### src/rtl/bottle_counter_pkg.sv
// rtl/bottle_counter_pkg.sv - shared debounce state encodings and count width for the bottle counter
package bottle_counter_pkg;

    localparam int unsigned COUNT_W           = 13;
    localparam int unsigned DEFAULT_MAX_COUNT = 99;
    localparam int unsigned DEFAULT_DOZEN     = 12;

    typedef enum logic [1:0] {
        S_IDLE    = 2'd0,
        S_RISE    = 2'd1,
        S_PRESENT = 2'd2,
        S_FALL    = 2'd3
    } db_state_t;

endpackage

### src/rtl/bottle_counter_sensor_debounce.sv
// rtl/bottle_counter_sensor_debounce.sv - sensor synchroniser and debounce, one-cycle rise pulse (BOTTLE_DEBOUNCE_EN)
module sensor_debounce
    import bottle_counter_pkg::*;
#(
    parameter int unsigned DEBOUNCE_CYCLES = 50000
) (
    input  logic clk,
    input  logic reset_n,
    input  logic sensor,
    output logic rise_pulse
);

    logic sync1;
    logic s_sync;

    always_ff @(posedge clk or negedge reset_n) begin
        if (!reset_n) begin
            sync1  <= 1'b0;
            s_sync <= 1'b0;
        end else begin
            sync1  <= sensor;
            s_sync <= sync1;
        end
    end

`ifdef BOTTLE_DEBOUNCE_EN
    localparam int unsigned CW = (DEBOUNCE_CYCLES > 1) ? $clog2(DEBOUNCE_CYCLES) : 1;
    localparam logic [CW-1:0] CNT_LAST = CW'(DEBOUNCE_CYCLES - 1);

    db_state_t     state, state_nx;
    logic [CW-1:0] cnt, cnt_nx;

    always_ff @(posedge clk or negedge reset_n) begin
        if (!reset_n) begin
            state <= S_IDLE;
            cnt   <= '0;
        end else begin
            state <= state_nx;
            cnt   <= cnt_nx;
        end
    end

    // Any state change, including a glitch abort, restarts the hold counter from zero
    always_comb begin
        state_nx   = state;
        cnt_nx     = '0;
        rise_pulse = 1'b0;
        case (state)
            S_IDLE: begin
                if (s_sync) state_nx = S_RISE;
            end
            S_RISE: begin
                if (!s_sync) begin
                    state_nx = S_IDLE;
                end else if (cnt == CNT_LAST) begin
                    state_nx   = S_PRESENT;
                    rise_pulse = 1'b1;
                end else begin
                    cnt_nx = cnt + 1'b1;
                end
            end
            S_PRESENT: begin
                if (!s_sync) state_nx = S_FALL;
            end
            S_FALL: begin
                if (s_sync) begin
                    state_nx = S_PRESENT;
                end else if (cnt == CNT_LAST) begin
                    state_nx = S_IDLE;
                end else begin
                    cnt_nx = cnt + 1'b1;
                end
            end
            default: state_nx = S_IDLE;
        endcase
    end
`else
    logic s_prev;
    logic unused_cfg;

    always_ff @(posedge clk or negedge reset_n) begin
        if (!reset_n) s_prev <= 1'b0;
        else          s_prev <= s_sync;
    end

    assign rise_pulse = s_sync & ~s_prev;
    assign unused_cfg = ^DEBOUNCE_CYCLES;
`endif

endmodule

### src/rtl/bottle_counter.sv
// rtl/bottle_counter.sv - saturating bottle count with dozen pulse; debounce selected by BOTTLE_DEBOUNCE_EN
module bottle_counter
    import bottle_counter_pkg::*;
#(
    parameter int unsigned DEBOUNCE_CYCLES = 50000,
    parameter int unsigned MAX_COUNT       = DEFAULT_MAX_COUNT,
    parameter int unsigned DOZEN           = DEFAULT_DOZEN
) (
    input  logic               clk,
    input  logic               reset_n,
    input  logic               enable,
    input  logic               clear,
    input  logic               sensor,
    output logic [COUNT_W-1:0] count,
    output logic               bottle_evt,
    output logic               dozen_done,
    output logic               full
);

    localparam int unsigned TW = (DOZEN > 1) ? $clog2(DOZEN) : 1;
    localparam logic [TW-1:0]      TALLY_LAST = TW'(DOZEN - 1);
    localparam logic [COUNT_W-1:0] COUNT_PRE  = COUNT_W'(MAX_COUNT - 1);

    logic          rise_pulse;
    logic [TW-1:0] tally;
    logic          take;

    sensor_debounce #(
        .DEBOUNCE_CYCLES(DEBOUNCE_CYCLES)
    ) u_debounce (
        .clk       (clk),
        .reset_n   (reset_n),
        .sensor    (sensor),
        .rise_pulse(rise_pulse)
    );

    // Clear outranks a coincident edge; a full counter ignores edges so it never wraps
    assign take = rise_pulse & enable & ~full & ~clear;

    always_ff @(posedge clk or negedge reset_n) begin
        if (!reset_n) begin
            count      <= '0;
            tally      <= '0;
            full       <= 1'b0;
            bottle_evt <= 1'b0;
            dozen_done <= 1'b0;
        end else begin
            bottle_evt <= 1'b0;
            dozen_done <= 1'b0;
            if (clear) begin
                count <= '0;
                tally <= '0;
                full  <= 1'b0;
            end else if (take) begin
                count      <= count + 1'b1;
                bottle_evt <= 1'b1;
                full       <= (count == COUNT_PRE);
                if (tally == TALLY_LAST) begin
                    tally      <= '0;
                    dozen_done <= 1'b1;
                end else begin
                    tally <= tally + 1'b1;
                end
            end
        end
    end

endmodule

### config.mk
export PLATFORM = sky130hd
export DESIGN_NAME = bottle_counter
export DESIGN_NICKNAME = d
export VERILOG_FILES = /design/src/rtl/bottle_counter_pkg.sv /design/src/rtl/bottle_counter_sensor_debounce.sv /design/src/rtl/bottle_counter.sv
export SDC_FILE = /design/constraint.sdc
export NUM_CORES = 1
export LEC_CHECK = 0
export ABC_AREA = 1
export CORE_MARGIN = 2
export CORE_UTILIZATION = 51
export CTS_BUF_LIST = sky130_fd_sc_hd__clkbuf_4 sky130_fd_sc_hd__clkbuf_8 sky130_fd_sc_hd__clkbuf_16
export DETAILED_ROUTE_END_ITERATION = 8
export GPL_ROUTABILITY_DRIVEN = 0
export PLACE_DENSITY_LB_ADDON = 0.1
export SYNTH_ARGS = -nofsm -noshare
export SYNTH_HDL_FRONTEND = slang
export SYNTH_SLANG_ARGS = --single-unit
### constraint.sdc
create_clock -name clk -period 1.6 [get_ports clk]
set_clock_uncertainty 0.15 [all_clocks]
set_input_delay 0.32 -clock clk [delete_from_list [all_inputs] [get_ports clk]]
set_output_delay 0.32 -clock clk [all_outputs]
set_load 0.03 [all_outputs]
==> insert_results.sql <==
INSERT INTO impl_metrics (metric_group, metric, value, unit) VALUES
('setup_path', 'criticalPathCategory', 'flop to primary output', ''),
('synth', 'yosys_register_bits', '23', ''),
('detailed_routing', 'vias_per_cell', '5.15', ''),
('grt', 'gr-total-overflow', '0', ''),
('pwr', 'combinationalPowerShare', '10.0', '%'),
('clocking', 'cts-hold-fix-buffers', '0', ''),
('placed_design', 'dp.final_hpwl', '2.14', 'mm'),
('synth', 'yosys.area.top_type_share', '47.3', '%'),
('detailed_routing', 'vias_post_dr', '1133', ''),
('clocking', 'clockRootBuffer', 'clkbuf_4', ''),
('setup_path', 'worst_setup_path_end_kind', 'primary output', ''),
('detailed_routing', 'route.detailed.wl_per_inst', '12.7', 'um'),
('pwr', 'power.share.clock', '27.6', '%'),
('setup_path', 'critPathMaxStageDelay', '0.40', 'ns'),
('timing', 'fin_crit_period', '1.58', 'ns'),
('finish', 'layout.cells.most_common', 'nand2_1', ''),
('timing', 'setup_viol_count_final', '0', ''),
('floorplanning', 'placeableCoreArea', '2230', 'sq um'),
('timing', 'min_period_over_period', '98.5', '%'),
('setup_path', 'crit_fanout', '2', ''),
('setup_path', 'critPathBufInv', '1', ''),
('pwr', 'total_leakage_power', '0.000814', 'uW'),
('timing', 'maxSlewHeadroom', '79.3', '%'),
('floorplanning', 'num_rows', '17', ''),
('clocking', 'clk_pin_slew_worst_paths', '0.13', 'ns'),
('clocking', 'htree_levels', '1', ''),
('synth', 'syn_area_per_cell', '7.91', 'sq um'),
('pwr', 'p_int', '734', 'uW'),
('clocking', 'insertion_delay', '0.32', 'ns'),
('job', 'max_cap_violations', '0', ''),
('synth', 'synthDistinctLibCells', '20', ''),
('detailed_routing', 'route.antenna.remaining_nets', '0', ''),
('detailed_routing', 'first_iter_violations', '29', ''),
('pwr', 'design_power_total', '998', 'uW'),
('timing', 'grt_setup_unrepaired', 'no', ''),
('floorplanning', 'die-area', '2790', 'sq um'),
('setup_path', 'timing.critical_path.from_type', 'flop', ''),
('timing', 'final_max_slew_viol_count', '0', ''),
('synth', 'synth_top_cells_by_area', 'dfrtp_1 (47%), nand2_1 (11%), nor2_1 (6.5%)', ''),
('synth', 'ys_warn_count', '0', ''),
('pwr', 'power_density', '634', 'nW/um^2'),
('finish', 'finalCoreUtilization', '70.5', '%'),
('grt', 'global_route.usage.total', '24.6', '%'),
('finish', 'area.growth.synth_to_final', '29.3', '%'),
('floorplanning', 'fp.dieW', '52.9', 'um'),
('pwr', 'seq_power_share', '62.4', '%'),
('synth', 'synthesis.nets', '162', ''),
('timing', 'report.final.hold_viol_count', '0', ''),
('setup_path', 'critical_path_required', '1.13', 'ns'),
('grt', 'grt_pass1_vias', '1109', ''),
('synth', 'synth_seq_area_share', '47.3', '%'),
('floorplanning', 'initial_core_util', '54.5', '%'),
('synth', 'synthCells', '154', ''),
('timing', 'fmax', '0.635', 'GHz'),
('pwr', 'switching_power', '264', 'uW'),
('timing', 'worst_pin_slew', '0.311', 'ns'),
('finish', 'num_antenna_cells', '0', ''),
('detailed_routing', 'detailedRoute.firstPassIterationCount', '4', ''),
('setup_path', 'timing.critical_path.max_delay_family', 'buffers and inverters', ''),
('floorplanning', 'die_h', '52.9', 'um'),
('clocking', 'number_of_sinks_driven_by_the_clock_tree', '23', ''),
('pwr', 'vdd_drop_max', '0.801', 'mV'),
('grt', 'grt_first_pass_wirelength', '4.93', 'mm'),
('run_status', 'status', 'completed', ''),
('clocking', 'clock_tree_from_tritoncts', 'yes', ''),
('setup_path', 'cp.arrival', '1.11', 'ns'),
('pwr', 'power_switching_share', '26.4', '%'),
('detailed_routing', 'remaining_drc_errors', '0', ''),
('finish', 'post_route_cells_drive_above_1_share', '19.8', '%'),
('setup_path', 'path_cells', 'dlygate4sd2_1', ''),
('grt', 'initial_antenna_violation_count', '0', ''),
('finish', 'design.final.nets', '201', ''),
('synth', 'cell_type_with_the_highest_aggregate_area_in_the_netlist', 'dfrtp_1', ''),
('detailed_routing', 'wirelength', '2.78', 'mm'),
('clocking', 'ctsLongestPathBuffers', '2', ''),
('grt', 'grt_max_degree', '24', ''),
('setup_path', 'critPathSlowestCell', 'dlygate4sd2_1', ''),
('floorplanning', 'ioPinCount', '21', ''),
('placed_design', 'port_buffers', '20', ''),
('synth', 'synth_area', '1220', 'sq um'),
('clocking', 'cts_buffers', '3', ''),
('finish', 'layout.cells.most_common_list', 'nand2_1 (36), dfrtp_1 (23), nor2_1 (20)', ''),
('min_path', 'min-delay-path-class', 'input port to async pin', '');
per-layer routing:
metal | up-vias | wire length [um] | GRT usage [%]
li1 | 567 | - | -
met4 | 0 | 42 | 8.55
met2 | 32 | 1430 | 42.5
met5 | - | 0 | 0
met3 | 4 | 115 | 3.95
met1 | 530 | 1200 | 31.0
per-stage QoR:
stage	setup TNS, ns	hold slack, ns	cell area [sq um]	worst slack (ns)	instances
floorplan	0	-0.126	1220	0.0213	154
global placement	-1.04	0.194	1540	-0.102	215
detailed placement	-1.48	0.197	1540	-0.140	215
CTS	0	0.204	1560	0.0132	219
global route	0	0.228	1570	0.00177	220
finish	0	0.190	1570	0.0247	220
flip-flops by register name, indices dropped and copies added (netlist names):
| name | cells |
|---|---|
| tally | 4 |
| u_debounce.s_sync | 1 |
| u_debounce.s_prev | 1 |
| u_debounce.sync1 | 1 |
| dozen_done | 1 |
| bottle_evt | 1 |
| count | 13 |
| full | 1 |
power by group through the flow:
stage | registers (uW) | clock network, uW | logic, uW
after floorplan | 633 | 0 | 46.7
after global placement | 629 | 0 | 96.0
after detailed placement | 634 | 0 | 104
after CTS | 623 | 281 | 102
after global routing | 626 | 304 | 114
final | 623 | 275 | 100
Yosys cell counts:
cell type   n
nand2_2     3
buf_2       1
nand3_4     1
inv_2       4
nor2_4      2
nor2_8      1
xor2_1      2
a22o_1      1
nand4_1     6
nor2_2      2
ha_1        3
dfrtp_1    23
o21ai_1     5
inv_1      19
nand2_1    37
a21oi_1     6
nor2_1     21
nand3_1    10
nor3_1      2
o21ai_0     5
path summary, 6_finish.rpt:
path	startpoint	to	slack (ns)	cells past startpoint
worst max-delay path	count[6]	count[6]	0.02	1
max in group asynchronous	reset_n	count[9]	0.88	2
worst min register to register	u_debounce.sync1	u_debounce.s_sync	0.23	0
worst min-delay path	reset_n	count[11]	0.19	2
worst max register to register	count[1]	count[6]	0.18	7
min in group clk	u_debounce.sync1	u_debounce.s_sync	0.23	0
cell type report:
class | instances | area, sq um
flip-flops and latches | 23 | 576
clock inverters | 1 | 5.00
clock buffers | 3 | 22.5
fillers | 202 | 659
well taps | 28 | 35.0
multi-input cells | 107 | 556
repair buffers | 35 | 294
inverters | 23 | 86.3
logic make-up (layout without fill, tap and decap cells):
group	after synthesis	count (layout)	synth area share, %
buffers and inverters	24	62	7.50
and+or+nand+nor	85	85	33.4
xor gates and xnor gates	2	2	1.44
DFF	23	23	47.3
AOI/OAI and AO/OA	17	17	7.30
adders and majority gates	3	3	3.08
repair_timing:
item                                   CTS  global route
setup buffers                            0             1
setup endpoints to repair               12             6
gates resized for setup                 12             7
endpoints found under the hold margin    0             0
pin swaps                                0             1
Power figures use the tool's default switching activity.
==> RTL change 1: new RTL, same settings <==
Add a define of `BOTTLE_DEBOUNCE_EN`.
--- a/src/rtl/bottle_counter_sensor_debounce.sv
+++ b/src/rtl/bottle_counter_sensor_debounce.sv
@@ -1,2 +1,4 @@
 // rtl/bottle_counter_sensor_debounce.sv - sensor synchroniser and debounce, one-cycle rise pulse (BOTTLE_DEBOUNCE_EN)
+`define BOTTLE_DEBOUNCE_EN
+
 module sensor_debounce
Behaviour: not the same (a bounded check fails within 4 cycles, from zero or initial values and one cycle with reset_n low).
==> RTL change 1 against the original RTL <==
- sequential share of layout area fell by 3.4 points
- total power rose by 87%
- routed wire length rose by 92%
- critical path depth rose by 6
- non-clock buffer count grew 16
- global-route usage fell by 2.9 points
- sequential cell count rose by 17
- final area up 92%
- area after synthesis rose by 100%
- setup slack worse by 0.016 ns
- die area grew 91%
- largest cell class is now multi-input combinational cells
- largest power group unchanged
==> RTL change 1: results (changes against the original RTL) <==
Comb. pwr -> 108 uW (+8%)
#MultiIn Comb -> 251 (+130%)
GRT met3 Usage -> 4.28% (+0.33 points)
final WL -> 5.35 mm (+92%)
largest net degree at the start of global routing -> 23 (-4.2%)
Post-Syn Area per Cell -> 7.26 um^2 (-8.1%)
status -> finished clean
fill cell total of the finished layout -> 419 (+110%)
drt via density -> 5.05 (-1.9%)
Post-synth top cells -> 105 x nand2_1, 55 x nor2_1, 40 x dfrtp_1, 36 x inv_1, 26 x nand3_1
Area contributors post-synth -> dfrtp_1 41%, nand2_1 16%, nor2_1 8.5%, inv_1 5.6%, nand3_1 5.3%
CP top delay family -> simple AND/OR/NAND/NOR gates
setup slack, reg-to-reg -> 0.008 ns (-0.17 ns)
CP arrival -> 1.63 ns (+0.52 ns)
non-clock buffer share of cell area -> 14.2% (-4.5 points)
vias in the first global route -> 2,123 (+91%)
Pleak -> 1.47 nW (+81%)
kind of critical path -> reg -> reg
reg-to-reg endpoint -> tally[2]$_DFFE_PN0P_
routed via count -> 2,229 (+97%)
H-tree depth -> 2 (+1)
P_int -> 1.45 mW (+97%)
met1 Usage GRT -> 26.8% (-4.1 points)
post-detail-place hpwl -> 4.03 mm (+88%)
Total GRT Usage -> 21.7% (-2.9 points)
Crit-path slowest cell -> dfrtp_1
Inserted Clock Buffers -> 5 (+2)
Initial DRC Count -> 110 (+280%)
period utilization -> 99.5% (+1.0 points)
Max VDD drop -> 0.499 mV (-38%)
RTL change 1: metrics by stage:
step / area (um^2) / power (mW) / hold WS, ns / TNS, ns
2_1_floorplan: 2440 / 1.09 / -0.126 / 0
3_3_place_gp: 2840 / 1.15 / 0.169 / -2.99
3_5_place_dp: 2840 / 1.15 / 0.176 / -3.58
4_1_cts: 2970 / 1.89 / 0.205 / -0.177
5_1_grt: 3030 / 1.94 / 0.212 / -0.883
6_report: 3030 / 1.87 / 0.202 / 0
RTL change 1: logic make-up after synthesis:
| family | count (synthesis) | synth area share (%) |
|---|---|---|
| buffers and inverters | 44 | 7.92 |
| and+or+nand+nor | 228 | 43.3 |
| adders and majority gates | 4 | 2.06 |
| AOI/OAI and AO/OA | 10 | 2.36 |
| DFF | 40 | 41.1 |
| xor gates and xnor gates | 9 | 3.24 |
RTL change 1: worst min path at each step:
stage                                from                     endpoint  slack [ns]  depth (start not counted)
2_1_floorplan                     reset_n   asynchronous set/reset pin       -0.13                          0
3_3_place_gp                      reset_n         count[8]$_DFFE_PN0P_        0.17                          1
3_5_place_dp                      reset_n         count[8]$_DFFE_PN0P_        0.18                          1
4_1_cts        u_debounce.sync1$_DFF_PN0_  u_debounce.s_sync$_DFF_PN0_        0.21                          0
5_1_grt        u_debounce.sync1$_DFF_PN0_  u_debounce.s_sync$_DFF_PN0_        0.21                          0
6_report       u_debounce.sync1$_DFF_PN0_  u_debounce.s_sync$_DFF_PN0_        0.20                          0
RTL change 1: timing repair:
| action | CTS | global route |
|---|---|---|
| endpoints found under the setup margin | 22 | 40 |
| hold endpoints to repair | 20 | 0 |
| hold buffers | 1 | 0 |
| setup buffers | 2 | 3 |
| pin swaps | 7 | 13 |
| resized for setup | 12 | 10 |
==> RTL change 2: new RTL, same settings <==
Made on the original files. One comparison of `count` changes from == to >=.
--- a/src/rtl/bottle_counter.sv
+++ b/src/rtl/bottle_counter.sv
@@ -56,3 +56,3 @@
                 bottle_evt <= 1'b1;
-                full       <= (count == COUNT_PRE);
+                full       <= (count >= COUNT_PRE);
                 if (tally == TALLY_LAST) begin
Function: no difference found for any inputs over 10 cycles, from zero or initial values and one cycle with reset_n low; that may be too few to reach the edited logic, so the function may still have changed.
==> RTL change 2 against the original RTL <==
- sequential power is essentially flat
- register-to-register slack lost 0.06 ns
- sequential cell count is the same
- routed wire length shrank 10%
- combinational power shrank 10%
- final area shrank 3.8%
- setup slack is essentially flat
- area after synthesis shrank 5.3%
- total power shrank 0.78%
- fmax is essentially flat
- clock power grew 1%
- global-route usage shrank 2.0 points
- largest cell class unchanged
==> RTL change 2: results (changes against the original RTL) <==
Area contributors post-synth -> dfrtp_1 50%, nand2_1 11%, nor2_1 7.5%, inv_1 5.9%, nand3_1 3.9%
setup slack, reg-to-reg -> 0.12 ns (-0.06 ns)
FFs & Latches -> 23 (unchanged)
Pleak -> 0.782 nW (-4.0%)
Area growth syn-to-layout -> 31.4%
Slew headroom -> 79.3% (about the same)
Multi-input gate area -> 528 um^2 (-5.0%)
nonclk inv count -> 20 (-13%)
FF-to-FF Start -> count[0]$_DFFE_PN0P_
Initial DRC Count -> 7 (-76%)
fraction of area in clock buffers and inverters -> 1.98% (+0.23 points)
Core Area -> 2170 um^2 (-2.9%)
final WL -> 2.49 mm (-10%)
Total GRT Usage -> 22.6% (-2.0 points)
met2 wire len -> 1.23 mm (-14%)
reg-to-reg endpoint -> count[12]$_DFFE_PN0P_
Synth Net Count -> 152 (-6.2%)
wire length on met3 -> 105 um (-8.7%)
asr flop ratio synth -> 100% (unchanged)
vias in the first global route -> 1,024 (-7.7%)
Nets -> 188 (-6.5%)
non-clock buffer share of cell area -> 17.8% (-0.91 points)
Signal buffers -> 32 (-8.6%)
Net Sw Power -> 257 uW (-2.7%)
WL met1 -> 1.11 mm (-7.5%)
GRT met3 Usage -> 4.31% (+0.36 points)
Post-synth top cells -> 33 x nand2_1, 23 x dfrtp_1, 23 x nor2_1, 18 x inv_1, 9 x nand3_1
sequential cell area fraction in the yosys report -> 49.9% (+2.7 points)
share of cells above drive strength 1 -> 16.2% (-3.6 points)
post-synth top area share -> 49.9% (+2.7 points)
Seq/total area -> 38.1% (+1.5 points)
Avg WL per Cell -> 12.0 um (-4.9%)
#MultiIn Comb -> 100 (-6.5%)
drt via density -> 5.07 (-1.6%)
synth unique cells -> 23 (+15%)
Max VDD drop -> 0.706 mV (-12%)
placement-stage cell area -> 1470 um^2 (-4.9%)
Combinational Power Share -> 9.1% (-0.9 points)
post-detail-place hpwl -> 1.88 mm (-12%)
R2R cell count -> 10 (+3)
GR Util met2 -> 37.0% (-5.5 points)
fill cell total of the finished layout -> 164 (-19%)
Resize count post-CTS -> 13 (+1)
Hold Worst Slack -> 0.186 ns (-0.00382 ns)
H-tree depth -> 1 (unchanged)
Syn Inst Count -> 144 (-6.5%)
status -> finished clean
Sw Share -> 25.9% (-0.51 points)
first-pass GRT wire length -> 4.44 mm (-9.9%)
[RTL change 2: worst max-delay path by stage]
stage                               start                     to  slack, ns  cells after the start
floorplan            count[1]$_DFFE_PN0P_  count[12]$_DFFE_PN0P_       0.01                      8
global placement                   enable   tally[1]$_DFFE_PN0P_      -0.16                      7
detailed placement                 enable   tally[1]$_DFFE_PN0P_      -0.19                      7
CTS                      full$_DFFE_PN0P_                   full      0.001                      1
global route         count[0]$_DFFE_PN0P_  count[12]$_DFFE_PN0P_    -0.0001                     10
finish              count[11]$_DFFE_PN0P_              count[11]       0.02                      1
[RTL change 2: cell families (layout without fill, tap and decap cells)]
| logic type | after synthesis | in the layout | share of synthesized area (%) |
|---|---|---|---|
| XOR/XNOR | 2 | 2 | 1.52 |
| AO/OA/AOI/OAI | 16 | 16 | 7.49 |
| flip-flops | 23 | 23 | 49.9 |
| adder cells (fa/ha/maj) | 3 | 3 | 3.26 |
| AND/OR/NAND/NOR | 79 | 79 | 30.9 |
| buffers and inverters | 21 | 56 | 6.84 |
